**config.mk**
```make
export PLATFORM = sky130hd
export DESIGN_NAME = local_flit_injector
export DESIGN_NICKNAME = d
export VERILOG_FILES = /design/src/rtl/local_flit_injector_pkg.sv /design/src/rtl/local_flit_injector.sv
export SDC_FILE = /design/constraint.sdc
export NUM_CORES = 1
export LEC_CHECK = 0
export BUFFER_PORTS_ARGS = -buffer_cell sky130_fd_sc_hd__buf_2
export CELL_PAD_IN_SITES_DETAIL_PLACEMENT = 1
export CELL_PAD_IN_SITES_GLOBAL_PLACEMENT = 1
export CORE_ASPECT_RATIO = 1.2
export CORE_UTILIZATION = 35
export DETAILED_ROUTE_END_ITERATION = 10
export GPL_TIMING_DRIVEN = 0
export PLACE_DENSITY = 0.75
export SYNTH_ARGS = -nofsm -noshare
export SYNTH_HDL_FRONTEND = slang
export SYNTH_SLANG_ARGS = --single-unit
```
**constraint.sdc**
```tcl
create_clock -name clock -period 3.1 [get_ports clock]
set_input_delay 0.31 -clock clock [delete_from_list [all_inputs] [get_ports clock]]
set_output_delay 0.31 -clock clock [all_outputs]
set_load 0.03 [all_outputs]
```
**src/rtl/local_flit_injector_pkg.sv**
```systemverilog
// Shared NoC definitions seen by the local flit injector: flit geometry and port index.
// Also a small helper for request length validation.
package local_flit_injector_pkg;

    localparam int TAM_FLIT   = 16;
    localparam int METADEFLIT = TAM_FLIT / 2;
    localparam int LOCAL      = 4;

    function automatic logic len_in_range(input logic [TAM_FLIT-1:0] len, input int max_len);
        return (len != '0) && (32'(len) <= max_len);
    endfunction

endpackage

```
**src/rtl/local_flit_injector.sv**
```systemverilog
// Packet source for a router local port: serialises header, size and payload flits
// under credit flow control.
module local_flit_injector
    import local_flit_injector_pkg::*;
#(
    parameter logic [TAM_FLIT-1:0] ADDRESS = '0,
    parameter int                  MAX_LEN = 64
) (
    input  logic                clock,
    input  logic                reset,
    input  logic                req_valid,
    output logic                req_ready,
    input  logic [TAM_FLIT-1:0] req_target,
    input  logic [TAM_FLIT-1:0] req_len,
    input  logic [TAM_FLIT-1:0] req_seed,
    output logic                tx,
    output logic [TAM_FLIT-1:0] data_out,
    input  logic                credit_i,
    output logic                busy,
    output logic                pkt_sent,
    output logic                len_err,
    output logic [15:0]         sent_count
);

    localparam int IDX_W = (MAX_LEN > 1) ? $clog2(MAX_LEN) : 1;

    typedef enum logic [1:0] {IDLE, HEADER, SIZE, PAYLOAD} state_t;

    state_t              state, state_nxt;
    logic [TAM_FLIT-1:0] len_q, seed_q;
    logic [TAM_FLIT-1:0] len_nxt, seed_nxt;
    logic [IDX_W-1:0]    idx_q, idx_nxt;
    logic                tx_nxt, pkt_nxt, err_nxt;
    logic [TAM_FLIT-1:0] data_nxt;
    logic [15:0]         cnt_nxt;
    logic                xfer, last;

    assign xfer      = tx & credit_i;
    assign last      = (TAM_FLIT'(idx_q) == len_q - 1'b1);
    assign req_ready = (state == IDLE);
    assign busy      = (state != IDLE);

    always_ff @(posedge clock or posedge reset) begin
        if (reset) begin
            state      <= IDLE;
            len_q      <= '0;
            seed_q     <= '0;
            idx_q      <= '0;
            tx         <= 1'b0;
            data_out   <= '0;
            pkt_sent   <= 1'b0;
            len_err    <= 1'b0;
            sent_count <= '0;
        end else begin
            state      <= state_nxt;
            len_q      <= len_nxt;
            seed_q     <= seed_nxt;
            idx_q      <= idx_nxt;
            tx         <= tx_nxt;
            data_out   <= data_nxt;
            pkt_sent   <= pkt_nxt;
            len_err    <= err_nxt;
            sent_count <= cnt_nxt;
        end
    end

    // Outputs are registered: each branch precomputes the flit shown next cycle.
    always_comb begin
        state_nxt = state;
        len_nxt   = len_q;
        seed_nxt  = seed_q;
        idx_nxt   = idx_q;
        tx_nxt    = tx;
        data_nxt  = data_out;
        pkt_nxt   = 1'b0;
        err_nxt   = 1'b0;
        cnt_nxt   = sent_count;
        case (state)
            IDLE: begin
                if (req_valid) begin
                    if (len_in_range(req_len, MAX_LEN)) begin
                        len_nxt   = req_len;
                        seed_nxt  = req_seed;
                        tx_nxt    = 1'b1;
                        data_nxt  = req_target;
                        state_nxt = HEADER;
                    end else begin
                        err_nxt = 1'b1;
                    end
                end
            end
            HEADER: begin
                if (xfer) begin
                    data_nxt  = len_q;
                    state_nxt = SIZE;
                end
            end
            SIZE: begin
                if (xfer) begin
                    idx_nxt   = '0;
                    data_nxt  = ADDRESS;
                    state_nxt = PAYLOAD;
                end
            end
            PAYLOAD: begin
                if (xfer) begin
                    if (last) begin
                        tx_nxt    = 1'b0;
                        pkt_nxt   = 1'b1;
                        cnt_nxt   = sent_count + 16'd1;
                        state_nxt = IDLE;
                    end else begin
                        // flit k+1 carries seed + k
                        idx_nxt  = idx_q + 1'b1;
                        data_nxt = seed_q + TAM_FLIT'(idx_q);
                    end
                end
            end
            default: begin
                tx_nxt    = 1'b0;
                state_nxt = IDLE;
            end
        endcase
    end

endmodule
```
[After elaboration in Yosys (flattened, before gate mapping)]
Cells that the tools add are included.
Storage, ports and cells
  flip-flop bits (word level): 75
  bits of input ports: 52
  output and inout port bits: 37
  word-level logic and storage cells: 67
Operators by class
  add/subtract/negate cells: 4
  $lt $le $gt $ge: 1
  equality and inequality tests: 11
  multiplexer cells: 29
  bitwise gates (word level): 1
  reduce and logical (&&, ||, !) cells: 12
Operators by type and width (number)
  $mux 16: 6
  $pmux 16 s4: 1
  $mux 6: 3
  $add 16x1->16 const B: 1
  $add 16x6->16: 1
  $eq 6x16->1: 1
  $le 16x7->1 const B: 1
  $reduce_bool 16->1: 1
  $sub 16x1->16 const B: 1
  $mux 2: 6
  $ne 2x2->1 const B: 6
  $pmux 6 s2: 1
  $reduce_and 6->1: 2
  $mux 1: 10
  $pmux 2 s4: 1
  $add 6x1->6 const B: 1
  $reduce_and 3->1: 2
  $reduce_bool 2->1: 3
  $reduce_and 5->1: 1
  $eq 2x2->1 const B: 2
  $reduce_and 4->1: 1
  $eq 2x1->1 const B: 1
  $logic_not 2->1: 1
  $ne 2x1->1 const B: 1
  3 further kinds: 3

[Longest topological paths before layout]
  word-level depth: 5
  gate-level depth with buffers: 10
  gate-level depth less buffers: 9

[Worst setup path before layout]
Ideal clock, no wire load.
  kind: reg-to-reg
  start point: reg idx_q[0]
  end point: reg data_out[8]
  library setup time: 0.129 ns
  data arrival time: 2.395 ns
  required time: 2.971 ns
  path slack: 0.576 ns
  stages on the path, launching flop included: 10
  buffers on the path: 0
  period minus slack after synthesis: 2.524 ns
  cell sequence: dfrtp_1 -> ha_1 -> fa_1 -> a21o_1 -> a21o_1 -> a211oi_1 -> nor3b_1 -> xor2_1 -> a221oi_1 -> o31ai_1
On the way
  word-level cells in the longest chain between the ends: 4
  elaborated cells on any way between the ends: 7
  those cells by class: add/sub (1); eq/ne (2); mux (3); reduce/logical (1)
Ends and longest elaborated chain
  from (decl): line local_flit_injector.sv:32  | logic [IDX_W-1:0] idx_q, idx_nxt;
  from (signal assigned): line local_flit_injector.sv:58  | idx_q <= idx_nxt;
  $add 16x6->16: line local_flit_injector.sv:115  | data_nxt = seed_q + TAM_FLIT'(idx_q);
  $mux 16: line local_flit_injector.sv:107  | if (last) begin
  $mux 16: line local_flit_injector.sv:106  | if (xfer) begin
  $pmux 16 s4: line local_flit_injector.sv:78  | case (state)
  to (signal assigned): line local_flit_injector.sv:60  | data_out <= data_nxt;
  to (decl): line local_flit_injector.sv:17  | output logic [TAM_FLIT-1:0] data_out,
Parallel ways exist; a longest one is shown, timed or not. The select of a mux whose other input is x is not followed.
A chain may end at the register's enable or synchronous reset.

[Worst setup path in the final report]
  start point: reg idx_q[1]
  end point: reg data_out[7]
Same word-level chain as after synthesis.

==> results_dict.tcl <==
set metrics [dict create \
    clk_pin_slew_ns 0.06 \
    cts_buffers 9 \
    syn_nets 478 \
    clock_latency_ns 0.34 \
    required_ns 3.31 \
    cts_root_buf "clkbuf_16" \
    portBuffers 88 \
    critPathMostFrequentCell "a21o_1" \
    ant_nets 0 \
    synthFlopType "dfrtp_1" \
    synth-seq-area-share_pct 43.9 \
    synth_area_leaders "dfrtp_1, mux2_2, ha_1" \
    antenna_found_initial 0 \
    finalCritPeriodShare_pct 95.9 \
    cap_violations 0 \
    drive_gt1_share_pct 30.1 \
    fin_util_pct 45.1 \
    critPathLaunchType "flip-flop" \
    arrival_ns 3.19 \
    max_freq_ghz 0.336 \
    drt_wl_total_um 12200 \
    fin_tns_setup_ns 0 \
    dp.cells 658 \
    hold_class "input pin to flip-flop" \
    finClkSkew_ns 0.00724 \
    grt_util_all_layers_pct 20.6 \
    maxSlewViolCount 0 \
    ys_async_sr_fraction_pct 100 \
    netlist.area_leader.share_pct 43.9 \
    hold_violations 0 \
    p_leak_nw 2.66 \
    grt_pass1_vias 3863 \
    grt_pass1_wl_um 19700 \
    worst_path_largest_cell_delay_ns 0.62 \
    multi_input_area_um2 2270 \
    fp.dieH_um 123 \
    row_count 43 \
    synth_common_cells "dfrtp_1, nand2_1, o21ai_0, mux2_2, xnor2_1" \
    pwr_density_cell_nw_per_um2 682 \
    avgSynthCellArea_um2 10.4 \
    nFillCells 1370 \
    vias 3680 \
    gr-usage-met3_pct 2.77 \
    grt_max_degree 50 \
    drtIter0Drc 152 \
    yosys.area.top_type "dfrtp_1" \
    synth_cells 412 \
    htreeDepth 3 \
    met2_usage_pct 35.1 \
    gp_congestion 0.802 \
    die_area_um2 12700 \
    yosysMostFrequentCell "dfrtp_1" \
    yosysWarnings 0 \
    cts_buffer_depth 2 \
    rrSetupSlack_ns 0.13 \
    outcome "completed" \
    end_kind "flip-flop" \
    core_um2 11700 \
    synth_area_um2 4270 \
    cts_setup_buffers 0 \
    fin_crit_ns 2.97 \
    drc_errors 0 \
    register_area_um2 1880 \
    cp_max_fo 7 \
    nets 579 \
    final_cells 675 \
    io_pins 89 \
    ir_drop_mv 0.293 \
    setup_viol 0 \
    initial_core_util_pct 36.4 \
    worst-setup-path-type "flip-flop to flip-flop" \
    synth_cell_types 64 \
    crit_path_cell_trace "ha_1 -> a21o_1 -> a21o_1 -> a211o_1 -> a21oi_1 -> nor4bb_1 -> a311oi_1 -> o31ai_1" \
    die_w_um 103 \
    cp_slowest_cell "a21oi_1" \
    busiest_layer "met2" \
    place_hpwl_um 9150 \
    worstMarginPinSlew_ns 0.819 \
    grt-ovfl-total 0 \
    via_per_inst 5.45 \
    synth_edf_count 0 \
    drt-wirelength-per-cell_um 18.1 \
    cts_tree "yes" \
    rsz0062_at_grt "false" \
    p_total_mw 3.61 \
    cts_sinks 75 \
    synth-seq-cells 75 \
    max_slew_margin_pct 44.7 \
    antenna_cells 0 \
    use_met1_pct 25.9 \
    syn2layout_area_growth_pct 23.8 \
    first_pass_iters 4 \
]
==> final timing paths <==
check	startpoint	end	cells after the start
worst max register to register	idx_q[1]	data_out[7]	8
worst min-delay path	req_seed[11]	seed_q[11]	2
max in group asynchronous	reset	len_q[1]	4
min in group asynchronous	reset	sent_count[3]	3
worst min register to register	data_out[12]	data_out[12]	2
worst max-delay path	idx_q[1]	data_out[7]	8
==> cell families after synthesis <==
| logic type | after synthesis | share of synthesized area, % |
|---|---|---|
| multiplexers | 30 | 7.94 |
| flip-flops | 75 | 43.9 |
| AO/OA/AOI/OAI | 91 | 15.1 |
| buffers and inverters | 28 | 3.22 |
| XOR/XNOR | 29 | 5.95 |
| adder cells (fa/ha/maj) | 14 | 4.28 |
| AND/OR/NAND/NOR | 145 | 19.5 |
==> placed cells by master, fill, tap and decap left out, drive strengths merged, types with 2 or more instances in the layout <==
| master | Yosys | layout |
|---|---|---|
| ha | 13 | 13 |
| a211oi | 4 | 4 |
| nor3b | 3 | 3 |
| and2 | 4 | 4 |
| clkinv | 1 | 2 |
| o22ai | 4 | 4 |
| a221o | 6 | 6 |
| mux2i | 5 | 5 |
| nor2b | 14 | 14 |
| o211ai | 3 | 3 |
| inv | 7 | 8 |
| nand4 | 9 | 9 |
| mux2 | 25 | 25 |
| nor3 | 9 | 9 |
| a221oi | 7 | 7 |
| and3 | 10 | 10 |
| dfrtp | 75 | 75 |
| xnor2 | 17 | 17 |
| nand3b | 4 | 4 |
| a21oi | 9 | 9 |
| a21o | 8 | 8 |
| nand4b | 4 | 4 |
| nand2 | 38 | 38 |
| nand3 | 17 | 17 |
| o21ai | 28 | 28 |
| o21a | 2 | 2 |
| o31ai | 6 | 6 |
| and3b | 2 | 2 |
| nor2 | 16 | 16 |
| nor4 | 6 | 6 |
| and4 | 3 | 3 |
| xor2 | 12 | 12 |
| clkbuf | 12 | 23 |
| buf | 8 | 97 |
| bufinv | 0 | 2 |
| a211o | 3 | 3 |
| or3 | 2 | 2 |
==> report_power, final <==
part           leakage, nW  internal [mW]  switching [mW]
logic                 1.50          0.429           0.867
registers             1.00           1.09          0.0553
clock network        0.156          0.732           0.438
total                 2.66           2.25            1.36
==> critical path: cells and delay by family, from the launching register on <==
| kind | cells | cell delay (ns) |
|---|---|---|
| compound gates | 6 | 1.84 |
| flops | 1 | 0.56 |
| fa+ha+maj | 1 | 0.30 |
| simple gates | 1 | 0.13 |
==> per-layer routing <==
layer	vias to the layer above	wire length, µm
li1	1714	-
met1	1845	5410
met2	100	6040
met3	21	468
met4	0	270
met5	-	0
==> registers in the layout, summed over array words and instances, names as in the netlist <==
name        count
tx              1
seed_q         16
len_err         1
sent_count     16
data_out       16
len_q          16
pkt_sent        1
idx_q           6
state           2
==> through the flow <==
step / hold WS (ns) / worst slack (ns) / area [µm²]
floorplan: 0.427 / 0.576 / 4270
global route: 0.203 / 0.0691 / 5290
CTS: 0.192 / 0.0573 / 5280
detailed placement: 0.332 / 0.0832 / 4940
finish: 0.198 / 0.128 / 5290
global placement: 0.454 / -0.110 / 4910
==> cell type report <==
cell class	instances	area share (%)
clock buffers	11	4.59
clock inverters	5	1.61
well taps	157	3.72
plain buffers	20	2.04
repair buffers	90	9.04
flip-flops and latches	75	35.5
inverters	8	0.615
multi-input cells	309	42.9
==> what timing repair did <==
item	4_1_cts	5_1_grt
gates resized for setup	0	2
endpoints found under the hold margin	26	0
setup endpoints to repair	0	6
hold buffers	1	0
No activity file was read; power rests on OpenSTA's default activity.
